==> src/rtl/uart_receiver.sv <==
// uart_receiver
// Serial-to-parallel UART receive front end for 8N1 frames, LSB first.
// The line is oversampled 16x and each bit is decided by a majority vote of
// the samples taken at oversample ticks 7, 8 and 9, which sit around mid-bit.
//
// Ports:
//   sysclk    - system clock, all logic on its rising edge
//   reset     - asynchronous, active-low reset
//   UART_RX   - asynchronous serial line, idles high
//   RX_DATA   - last correctly framed byte, bit0 = first data bit received
//   RX_STATUS - one-cycle pulse, RX_DATA has just been updated
//   FRAME_ERR - one-cycle pulse, stop bit was sampled low
module uart_receiver #(
  parameter int CLK_FREQ   = 100000000,
  parameter int BAUD       = 9600,
  parameter int OVERSAMPLE = 16
) (
  input  logic       sysclk,
  input  logic       reset,
  input  logic       UART_RX,
  output logic [7:0] RX_DATA,
  output logic       RX_STATUS,
  output logic       FRAME_ERR
);

  localparam int DIV   = CLK_FREQ / (BAUD * OVERSAMPLE);
  localparam int DIV_W = (DIV > 1) ? $clog2(DIV) : 1;
  localparam logic [DIV_W-1:0] DIV_LAST = DIV_W'(DIV - 1);

  typedef enum logic [2:0] {
    ST_IDLE,
    ST_START,
    ST_DATA,
    ST_STOP,
    ST_BREAK
  } state_t;

  state_t state_q, state_d;

  logic             sync1_q, sync1_d;
  logic             sync2_q, sync2_d;
  logic             rx_prev_q, rx_prev_d;
  logic [DIV_W-1:0] div_cnt_q, div_cnt_d;
  logic [3:0]       smp_cnt_q, smp_cnt_d;
  logic             smp7_q, smp7_d;
  logic             smp8_q, smp8_d;
  logic [2:0]       bit_idx_q, bit_idx_d;
  logic [7:0]       shift_q, shift_d;
  logic [7:0]       rx_data_q, rx_data_d;
  logic             rx_status_q, rx_status_d;
  logic             frame_err_q, frame_err_d;

  logic rx_s;
  logic tick;
  logic start_edge;
  logic decide;
  logic bit_end;
  logic vote;

  assign rx_s       = sync2_q;
  assign tick       = (div_cnt_q == DIV_LAST);
  assign start_edge = rx_prev_q & ~rx_s;
  assign decide     = tick && (smp_cnt_q == 4'd9);
  assign bit_end    = tick && (smp_cnt_q == 4'd15);
  // Samples 7 and 8 are stored; sample 9 is the live value at the decision tick.
  assign vote       = (smp7_q & smp8_q) | (smp7_q & rx_s) | (smp8_q & rx_s);

  // State and datapath registers. Synchronizer and edge-history flops reset
  // to 1 so an idle-high line does not look like a start edge after reset.
  always_ff @(posedge sysclk or negedge reset) begin
    if (!reset) begin
      state_q     <= ST_IDLE;
      sync1_q     <= 1'b1;
      sync2_q     <= 1'b1;
      rx_prev_q   <= 1'b1;
      div_cnt_q   <= '0;
      smp_cnt_q   <= '0;
      smp7_q      <= 1'b0;
      smp8_q      <= 1'b0;
      bit_idx_q   <= '0;
      shift_q     <= '0;
      rx_data_q   <= '0;
      rx_status_q <= 1'b0;
      frame_err_q <= 1'b0;
    end else begin
      state_q     <= state_d;
      sync1_q     <= sync1_d;
      sync2_q     <= sync2_d;
      rx_prev_q   <= rx_prev_d;
      div_cnt_q   <= div_cnt_d;
      smp_cnt_q   <= smp_cnt_d;
      smp7_q      <= smp7_d;
      smp8_q      <= smp8_d;
      bit_idx_q   <= bit_idx_d;
      shift_q     <= shift_d;
      rx_data_q   <= rx_data_d;
      rx_status_q <= rx_status_d;
      frame_err_q <= frame_err_d;
    end
  end

  // Next-state logic. Leaving STOP at mid-stop-bit gives half a bit of slack
  // so a back-to-back start edge is never missed.
  always_comb begin
    state_d = state_q;
    case (state_q)
      ST_IDLE:  if (start_edge) state_d = ST_START;
      ST_START: begin
        if (decide && vote)  state_d = ST_IDLE;
        else if (bit_end)    state_d = ST_DATA;
      end
      ST_DATA:  if (bit_end && (bit_idx_q == 3'd7)) state_d = ST_STOP;
      ST_STOP:  if (decide) state_d = vote ? ST_IDLE : ST_BREAK;
      ST_BREAK: if (rx_s) state_d = ST_IDLE;
      default:  state_d = ST_IDLE;
    endcase
  end

  // Datapath and output logic. The divider free-runs but is zeroed on the
  // start edge so every sample tick is phase-aligned to the frame.
  always_comb begin
    sync1_d     = UART_RX;
    sync2_d     = sync1_q;
    rx_prev_d   = sync2_q;
    div_cnt_d   = tick ? '0 : div_cnt_q + DIV_W'(1);
    smp_cnt_d   = smp_cnt_q + {3'b000, tick};
    smp7_d      = (tick && (smp_cnt_q == 4'd7)) ? rx_s : smp7_q;
    smp8_d      = (tick && (smp_cnt_q == 4'd8)) ? rx_s : smp8_q;
    bit_idx_d   = bit_idx_q;
    shift_d     = shift_q;
    rx_data_d   = rx_data_q;
    rx_status_d = 1'b0;
    frame_err_d = 1'b0;
    case (state_q)
      ST_IDLE: begin
        smp_cnt_d = '0;
        if (start_edge) div_cnt_d = '0;
      end
      ST_START: begin
        if (bit_end) bit_idx_d = '0;
      end
      ST_DATA: begin
        if (decide)  shift_d[bit_idx_q] = vote;
        if (bit_end) bit_idx_d = bit_idx_q + 3'd1;
      end
      ST_STOP: begin
        if (decide) begin
          if (vote) begin
            rx_data_d   = shift_q;
            rx_status_d = 1'b1;
          end else begin
            frame_err_d = 1'b1;
          end
        end
      end
      ST_BREAK: begin
        smp_cnt_d = '0;
      end
      default: ;
    endcase
  end

  assign RX_DATA   = rx_data_q;
  assign RX_STATUS = rx_status_q;
  assign FRAME_ERR = frame_err_q;

endmodule

==> config.mk <==
export PLATFORM = sky130hd
export DESIGN_NAME = uart_receiver
export DESIGN_NICKNAME = d
export VERILOG_FILES = /design/src/rtl/uart_receiver.sv
export SDC_FILE = /design/constraint.sdc
export NUM_CORES = 1
export LEC_CHECK = 0
export BUFFER_PORTS_ARGS = -buffer_cell sky130_fd_sc_hd__buf_2
export CORE_MARGIN = 3
export CORE_UTILIZATION = 62
export CTS_CLUSTER_SIZE = 8
export DETAILED_ROUTE_END_ITERATION = 16
export GPL_TIMING_DRIVEN = 0
export PLACE_DENSITY = 0.78
export SYNTH_ARGS = -nofsm -noshare
export SYNTH_HDL_FRONTEND = slang
export SYNTH_SLANG_ARGS = --single-unit
==> constraint.sdc <==
create_clock -name sysclk -period 7.4 [get_ports sysclk]
set_input_delay 1.48 -clock sysclk [delete_from_list [all_inputs] [get_ports sysclk]]
set_output_delay 1.48 -clock sysclk [all_outputs]
set_load 0.02 [all_outputs]
==> out/results.txt, run 1 <==
Routed WL per cell: 13.1 um
Synth area leaders: dfrtp_1 51%, mux2_2 11%, dfstp_2 4.0%, ha_1 3.8%, nor2_1 3.6%
Layout cells sized above 1: 26.9%
Combinational Power Share: 13.5%
Clock transition at the registers of the reported paths: 0.12 ns
Final period utilization: 38.0%
NetSw: 0.134 mW
Critical path class: flop to flop
Yosys reg bits: 43
Mean post-synth cell area: 11.8 um^2
Die height: 62.2 um
Post-synth cell types: 35
Max transition margin: 40.8%
Die Area: 3870 um^2
Vias: 1259
Number of hold buffers added after cts: 0
Worst hold path type: flop to flop
Max Clock Freq: 0.355 GHz
Critical Path AT: 3.06 ns
# setup viols final: 0
Register-to-register setup slack: 4.59 ns
CP max FO: 9
Largest net degree at the start of global routing: 44
Fin nets: 194
Die width: 62.2 um
Layout Area Growth over Synthesis: 9.89%
Synth Warn #: 0
First-pass GRT wire length: 5.60 mm
Leakage: 1.04 nW
Post-synthesis sequential area ratio: 55.1%
Detailed Routing Iterations Pass 1: 4
Cell row count: 19
Pint: 0.351 mW
Gpl congestion: 0.820
Initial antenna violation count: 0
WL final: 2.98 mm
Min Tclk post-route: 2.81 ns
I/O Buffers: 12
CTS Sinks: 43
Final Skew: 0.0122 ns
Max-slew violations: 0
Starting DRC count in detailed routing: 53
Worst setup SP type: flop
Element type at the critical path end: flop
Worst-skew pair later-pin latency: 0.36 ns
Setup TNS: 0 ns
Placed cell areas: 2070 um^2
Power per cell area: 225 nW/um^2
Vias per cell: 5.52
CP Data Required Time: 7.65 ns
Diodes inserted: 0
Worst vdd ir: 0.209 mV
Grt total ovfl: 0
Initial core utilization: 68.2%
Cells after Synth: 166
CTS Buf Count: 5
Post-cts gate resize count: 0
# DRC: 0
Total Power: 0.485 mW
Sw Share: 27.6%
Final instance area: 2150 um^2
Clk network pwr share: 30.2%
CTS tree: yes
Sequential share of power: 56.2%
Core Region: 2880 um^2
IO Count: 13
GRT Total Usage: 18.2%
Post-route ant nets: 0
Area leader, netlist: dfrtp_1
DP HPWL: 2.16 mm
Net Count, Synth: 175
Yosys top cell area share: 51.1%
Final hold viol count: 0
Clock Root Buffer: clkbuf_4
Outcome: finished, final reports clean
Slew @ Worst Pin: 0.888 ns
Maximum buffer depth of the clock tree: 2
RSZ-0062 raised after global routing: false
Post-Syn Area: 1960 um^2
Max Cap Viol: 0
Max H-tree Level: 2
Post CTS Setup Buffer Count: 0
Vias in the first global route: 1271
==> cell families (layout without fill, tap and decap cells) <==
group | Yosys count | after routing | share of synthesized area, %
and+or+nand+nor | 64 | 64 | 18.2
DFF | 43 | 43 | 55.1
muxes | 19 | 19 | 10.9
AOI/OAI and AO/OA | 13 | 13 | 4.21
xor gates and xnor gates | 11 | 11 | 4.91
buffers and inverters | 9 | 29 | 2.36
adders and majority gates | 7 | 7 | 4.34
==> worst paths after layout <==
path                              startpoint            to  cells after the start
worst max register to register  div_cnt_q[5]    RX_DATA[3]                      5
min in group asynchronous              reset  div_cnt_q[4]                      1
worst max-delay path            div_cnt_q[5]    RX_DATA[3]                      5
max in group asynchronous              reset    shift_q[6]                      1
worst min-delay path                 sync1_q     rx_prev_d                      0
worst min register to register       sync1_q     rx_prev_d                      0
==> metal layers <==
layer  part of all wire, %  routed length (um)  global-route usage, %
met5                     0                   0                      0
met4                   1.5                  44                   5.80
met3                   4.3                 127                   6.31
met2                    50                1480                   30.4
met1                    45                1330                   22.4
==> cells in the mapped netlist, drive strengths merged <==
cell type	number
dfrtp	40
mux2	19
nor2	19
nand2	12
xnor2	7
ha	6
nand3	6
inv	5
a21oi	4
nor4	4
xor2	4
and2	3
and3	3
buf	3
dfstp	3
nand3b	3
nor3	3
nor3b	3
o21ai	3
a22o	2
nor2b	2
o31ai	2
a22oi	1
and4	1
clkdlybuf4s25	1
maj3	1
o21a	1
or3	1
or3b	1
or4	1
or4b	1
or4bb	1
==> layout make-up <==
class,instances,area [um^2]
Sequential cell,43,1080
Tap cell,42,52.6
Inverter,5,18.8
Clock inverter,3,43.8
Clock buffer,5,37.5
Buffer,4,27.5
Timing Repair Buffer,12,60.1
Fill cell,201,722
Multi-Input combinational cell,114,835
==> state kept, by name, indices dropped and copies added, names as in the netlist, 3 cells and up <==
name and cells:
div_cnt_q 10, RX_DATA 8, shift_q 8, smp_cnt_q 4, bit_idx_q 3, state_q 3
==> power by group through the flow <==
| stage | clock, mW | sequential, mW | combinational (mW) |
|---|---|---|---|
| detailed placement | 0 | 0.277 | 0.0662 |
| global route | 0.166 | 0.277 | 0.0783 |
| floorplan | 0 | 0.273 | 0.0506 |
| global placement | 0 | 0.276 | 0.0634 |
| finish | 0.147 | 0.273 | 0.0657 |
| CTS | 0.152 | 0.273 | 0.0668 |
==> layout by cell type (no fill, tap or decap), types with 2 or more instances in the layout <==
master    count
o21ai_0       3
nor3_1        3
nor3b_1       3
nor2b_1       2
ha_1          6
o31ai_1       2
xnor2_1       7
mux2_2       19
xor2_1        4
inv_1         5
and2_1        2
buf_2        14
nor4_1        3
nand3_1       6
nand2_1      12
and3_1        3
dfrtp_1      40
nor2_1       19
a21oi_1       4
dfstp_2       3
clkbuf_4      5
a22o_1        2
nand3b_1      3
==> stage by stage <==
stage                     std cells  hold WS (ns)  util [%]  worst slack (ns)
after global routing            228         0.378      74.9              4.45
after CTS                       228         0.367      74.9              4.55
after detailed placement        220         0.349      72.1              4.59
after global placement          220         0.346      72.1              4.62
after floorplan                 166         0.345         -              4.76
final                           228         0.366      74.9              4.59
==> worst max-delay path, stage by stage, from the launching register on <==
cell and delay (ns):
dfrtp_1 0.43, or4b_1 0.60, or4_1 0.54, buf_2 0.18, nor4_4 0.57, mux2_2 0.40
Power figures use the tool's default switching activity.
==> run 2: changes to the inputs <==
- CORE_UTILIZATION: 62 -> 59
- PLACE_DENSITY: 0.78 -> 0.75
- clock period: 7.4 -> 2.6 ns (I/O delays scaled with it)
==> run 2 against run 1 <==
Compared with the run above:
- via count decreased by 1.1%
- count of clock-buffer cells in the layout grew 2
- flip-flop and latch count stayed put
- global-route usage increased by 0.67 points
- register-to-register slack got worse by 4.6 ns
- clock power is 110% higher
- final area up 2.6%
- first-iteration DRC count increased by 40%
- critical path depth is the same
- die area is 4.6% higher
==> out/results.txt, run 2 (same netlist as run 1, synthesis figures left out) <==
Worst-skew pair later-pin latency: 0.35 ns (about the same)
Critical Path AT: 2.82 ns (-0.24 ns)
Outcome: finished, final reports clean
Layout Area Growth over Synthesis: 12.7%
CTS Buf Count: 5 (unchanged)
Cell row count: 20 (+1)
Fillers: 234 (+16%)
Register-to-register setup slack: 0.03 ns (-4.56 ns)
Vias: 1245 (-1.1%)
Routed WL per cell: 13.3 um (+1.9%)
Largest Register: div_cnt_q
Final instance area: 2210 um^2 (+2.6%)
CTS tree: yes
Critical path class: flop to flop
Fin nets: 201 (+3.6%)
Element type at the critical path end: flop
Most frequent cells in the layout: 40 x dfrtp_1, 19 x nor2_1, 18 x mux2_2, 13 x buf_2, 12 x nand2_1
Core Region: 3100 um^2 (+7.9%)
Worst vdd ir: 0.407 mV (+95%)
Final Skew: 0.00764 ns (-0.00452 ns)
R2R cell count: 5 (unchanged)
Largest net degree at the start of global routing: 44 (unchanged)
Max Cap Viol: 0 (unchanged)
Max FFs per register: 10 (unchanged)
Reg2reg start: div_cnt_q[6]
IO Count: 13 (unchanged)
Fin cells: 237 (+3.9%)
Hold Path Sink: sync1_q
Worst setup SP type: flop
RSZ-0062 raised after global routing: true
Vias per cell: 5.25 (-4.9%)
Starting DRC count in detailed routing: 74 (+40%)
Gpl congestion: 0.769 (-6.1%)
# setup viols final: 0 (unchanged)
Max H-tree Level: 2 (unchanged)
Number of hold buffers added after cts: 0 (unchanged)
Die height: 63.6 um (+2.3%)
Vias in the first global route: 1324 (+4.2%)
Max-slew violations: 0 (unchanged)
Power per cell area: 584 nW/um^2 (+160%)
Initial antenna violation count: 0 (unchanged)
Min Tclk post-route: 2.57 ns (-0.241 ns)
Slew @ Worst Pin: 0.912 ns (+0.0247 ns)
Setup WS pre-CTS: -0.207 ns (-4.80 ns)
FF-to-FF End: shift_q[4]
Layout cells sized above 1: 31.1% (+4.2 points)
Max Used Layer: met4
Met1 wire length: 1.39 mm (+4.7%)
Final period utilization: 99.0% (+61 points)
Clock Root Buffer: clkbuf_4
WL final: 3.16 mm (+5.9%)
Grt total ovfl: 0 (unchanged)
CP Data Required Time: 2.85 ns (-4.80 ns)
Diodes inserted: 0 (unchanged)
Worst hold path type: primary input to flop
DP HPWL: 2.22 mm (+3.0%)
Min-delay src: UART_RX
Leakage: 1.07 nW (+3.3%)
Setup ws final: 0.0267 ns (-4.56 ns)
CP max FO: 5 (-4)
Die width: 63.6 um (+2.3%)
Clock transition at the registers of the reported paths: 0.12 ns (about the same)
Most common cell after layout, fill and taps aside: dfrtp_1
Worst Hold Path Cells: 1 (+1)
Placed cells: 222 (+0.91%)
Max Clock Freq: 0.389 GHz (+9.4%)
Worst Hold Slack: 0.260 ns (-0.106 ns)
Placed cell areas: 2090 um^2 (+1.0%)
Post-route ant nets: 0 (unchanged)
Metal3 WL: 129 um (+1.6%)
Initial core utilization: 63.2% (-5.0 points)
Die Area: 4050 um^2 (+4.6%)
Maximum buffer depth of the clock tree: 2 (unchanged)
# DRC: 0 (unchanged)
First-pass GRT wire length: 5.86 mm (+4.7%)
Final hold viol count: 0 (unchanged)
Max transition margin: 39.2% (-1.6 points)
CTS Sinks: 43 (unchanged)
Setup TNS: 0 ns (unchanged)
Detailed Routing Iterations Pass 1: 4 (unchanged)
GRT Total Usage: 18.9% (+0.67 points)
I/O Buffers: 12 (unchanged)
WL met2: 1.58 mm (+6.6%)
## run 2: final cells by class
cell class / instances / area [um^2] / area share, %
flip-flops and latches: 43 / 1080 / 48.9
multi-input cells: 114 / 863 / 39.1
repair buffers: 20 / 120 / 5.44
well taps: 44 / 55.1 / 2.49
clock buffers: 7 / 45.0 / 2.04
plain buffers: 3 / 22.5 / 1.02
inverters: 5 / 18.8 / 0.849
clock inverters: 1 / 5.00 / 0.227
## run 2: critical path, cell delays in order (launching register included)
cell,delay (ns)
dfrtp_1,0.40
or4b_4,0.54
or4_4,0.58
or3_4,0.42
nor3b_2,0.22
mux2_4,0.32
## run 2: worst max path at each step
stage,startpoint,slack (ns),cells past startpoint,endpoint
final,div_cnt_q[6],0.03,5,shift_q[4]
after global routing,div_cnt_q[6],-0.009,5,shift_q[5]
after detailed placement,div_cnt_q[5],-0.21,5,RX_DATA[6]
after CTS,div_cnt_q[6],0.03,5,shift_q[4]
after global placement,div_cnt_q[5],-0.18,5,RX_DATA[5]
after floorplan,div_cnt_q[5],0.03,6,shift_q[2]
## run 2: report_power, final
group	total [mW]	internal, mW	switching (mW)
clock	0.304	0.106	0.198
combinational	0.220	0.0970	0.123
sequential	0.766	0.719	0.0476
total	1.29	0.921	0.369
## run 2: per-stage QoR
| step | util (%) | total power [mW] |
|---|---|---|
| 3_5_place_dp | 67.5 | 0.981 |
| 5_1_grt | 71.2 | 1.39 |
| 2_1_floorplan | - | 0.921 |
| 4_1_cts | 70.8 | 1.31 |
| 3_3_place_gp | 67.5 | 0.969 |
| 6_report | 71.2 | 1.29 |
## run 2: layer usage
| layer | vias to the layer above | global-route usage [%] |
|---|---|---|
| met5 | - | 0 |
| met4 | 0 | 7.28 |
| met3 | 6 | 5.88 |
| met2 | 22 | 30.8 |
| met1 | 590 | 23.5 |
| li1 | 627 | - |
## run 2: what timing repair did
| action | CTS | global route |
|---|---|---|
| setup buffers | 7 | 1 |
| gates resized for setup | 3 | 1 |
| pin swaps | 4 | 0 |
| setup endpoints to repair | 14 | 4 |
==> run 3: changes to the inputs <==
==> constraint.sdc (replaced) <==
create_clock -name sysclk -period 2.6 [get_ports sysclk]
set_input_delay 0.13 -clock sysclk [delete_from_list [all_inputs] [get_ports sysclk]]
set_output_delay 0.13 -clock sysclk [all_outputs]
set_load 0.02 [all_outputs]
==> run 3 against run 2 <==
Compared with the run above:
- global-route usage increased by 0.11 points
- hold slack improved by 0.10 ns
- via count down 0.24%
- combinational power is essentially flat
- clock skew hardly changed
- critical endpoint unchanged
- count of clock-buffer cells in the layout is the same
- largest cell class unchanged
- critical path depth unchanged
- register-to-register slack hardly changed
- largest power group unchanged
- flip-flop and latch count stayed put
==> out/results.txt, run 3 (same netlist as run 1, synthesis figures left out) <==
Detailed Routing Iterations Pass 1: 4 (unchanged)
Initial antenna violation count: 0 (unchanged)
RSZ-0062 raised after global routing: true
Vias per cell: 5.20 (-1.1%)
Maximum buffer depth of the clock tree: 2 (unchanged)
Layout cells sized above 1: 30.8% (-0.32 points)
Placed cell areas: 2090 um^2 (unchanged)
Max-slew violations: 0 (unchanged)
Max Cap Viol: 0 (unchanged)
Max FFs per register: 10 (unchanged)
CTS Buf Count: 5 (unchanged)
Starting DRC count in detailed routing: 71 (-4.1%)
WL final: 3.16 mm (+0.13%)
Min-delay src: sync1_q
Initial core utilization: 63.2% (unchanged)
CP Launch Point: div_cnt_q[6]
Largest net degree at the start of global routing: 44 (unchanged)
Combinational Power Share: 17.2% (about the same)
CP max FO: 5 (unchanged)
Pint: 0.923 mW (+0.21%)
Crit-path slowest cell: or4_4
# setup viols final: 0 (unchanged)
Element type at the critical path end: flop
Post-route ant nets: 0 (unchanged)
Critical path class: flop to flop
NetSw: 0.369 mW (about the same)
CP Data Required Time: 2.85 ns (about the same)
Max transition margin: 39.2% (about the same)
Final instance area: 2230 um^2 (+0.91%)
Cell row count: 20 (unchanged)
Routed WL per cell: 13.2 um (-0.71%)
Outcome: finished, final reports clean
Worst Hold Slack: 0.363 ns (+0.103 ns)
Worst setup SP type: flop
Final period utilization: 99.0% (about the same)
Worst-skew pair later-pin latency: 0.35 ns (about the same)
# DRC: 0 (unchanged)
Largest Register: div_cnt_q
Reg2reg start: div_cnt_q[6]
Die Area: 4050 um^2 (unchanged)
Most common cell after layout, fill and taps aside: dfrtp_1
IO Count: 13 (unchanged)
Clk network pwr share: 23.5% (about the same)
I/O Buffers: 12 (unchanged)
Final Skew: 0.00763 ns (-0.0000122 ns)
CTS tree: yes
Sw Share: 28.6% (about the same)
Fin nets: 203 (+1.0%)
Layout Area Growth over Synthesis: 13.7%
GRT Total Usage: 19.0% (+0.11 points)
Slew @ Worst Pin: 0.912 ns (+0.0000848 ns)
CP max stage delay: 0.58 ns (about the same)
Clock Root Buffer: clkbuf_4
Gpl congestion: 0.769 (unchanged)
Most frequent cells in the layout: 40 x dfrtp_1, 19 x nor2_1, 18 x mux2_2, 13 x buf_2, 12 x nand2_1
Diodes inserted: 0 (unchanged)
Critical Path AT: 2.82 ns (about the same)
Max Clock Freq: 0.389 GHz (about the same)
Sequential share of power: 59.3% (about the same)
Max H-tree Level: 2 (unchanged)
Power per cell area: 580 nW/um^2 (-0.73%)
Vias in the first global route: 1339 (+1.1%)
First-pass GRT wire length: 5.90 mm (+0.70%)
Worst vdd ir: 0.407 mV (unchanged)
Clock transition at the registers of the reported paths: 0.12 ns (about the same)
Critical path cell sequence: or4b_4 -> or4_4 -> or3_4 -> nor3b_2 -> mux2_4
Die width: 63.6 um (unchanged)
Grt total ovfl: 0 (unchanged)
DP HPWL: 2.22 mm (unchanged)
Vias: 1242 (-0.24%)
Min Tclk post-route: 2.57 ns (-0.0000120 ns)
Leakage: 1.08 nW (+0.78%)
CTS Sinks: 43 (unchanged)
Final hold viol count: 0 (unchanged)
Die height: 63.6 um (unchanged)
Worst hold path type: flop to flop
Core Region: 3100 um^2 (unchanged)
Total Power: 1.29 mW (+0.17%)
-- run 3: stage by stage --
stage               setup TNS (ns)  utilization [%]  worst slack (ns)  instances
floorplan                        0                -            0.0278        166
global placement             -1.64             67.5            -0.183        222
detailed placement           -1.85             67.5            -0.207        222
CTS                              0             71.5            0.0263        238
global route               -0.0229             71.9          -0.00905        239
finish                           0             71.9            0.0267        239
-- run 3: critical path: cells and delay by family, from the launching register on --
kind / cells / cell delay (ns)
AND/OR/NAND/NOR: 4 / 1.76
multiplexers: 1 / 0.32
flip-flops: 1 / 0.40
-- run 3: area by class of cell --
class	instances	area, um^2
buffer	3	22.5
fill	232	873
timing repair buffer	22	140
clock inverter	1	5.00
clock buffer	7	45.0
tap	44	55.1
multi-input combinational	114	863
sequential	43	1080
inverter	5	18.8
-- run 3: path summary, 6_finish.rpt --
path	to	slack, ns	cells after the start
max	shift_q[4]	0.03	5
min	rx_prev_d	0.36	0
max reg2reg	shift_q[4]	0.03	5
min reg2reg	rx_prev_d	0.36	0
max in group asynchronous	div_cnt_q[8]	1.60	2
min in group asynchronous	RX_DATA[6]	0.43	2
-- run 3: power by group through the flow --
stage / Combinational (mW) / Clock, mW / Sequential (mW)
floorplan: 0.144 / 0 / 0.777
global placement: 0.182 / 0 / 0.787
detailed placement: 0.190 / 0 / 0.790
CTS: 0.227 / 0.322 / 0.765
global route: 0.256 / 0.362 / 0.776
finish: 0.222 / 0.304 / 0.766
-- run 3: repair_timing --
action | CTS | global route
pin swaps | 4 | 0
buffers inserted | 7 | 1
endpoints found under the hold margin | 41 | 0
resized for setup | 3 | 1
hold buffers | 2 | 0
setup endpoints to repair | 14 | 4
-- run 3: per-layer routing --
metal | routed length (um) | track usage [%] | vias up
li1 | - | - | 631
met1 | 1400 | 23.5 | 587
met2 | 1580 | 31.0 | 18
met3 | 122 | 6.06 | 6
met4 | 59 | 7.28 | 0
met5 | 0 | 0 | -
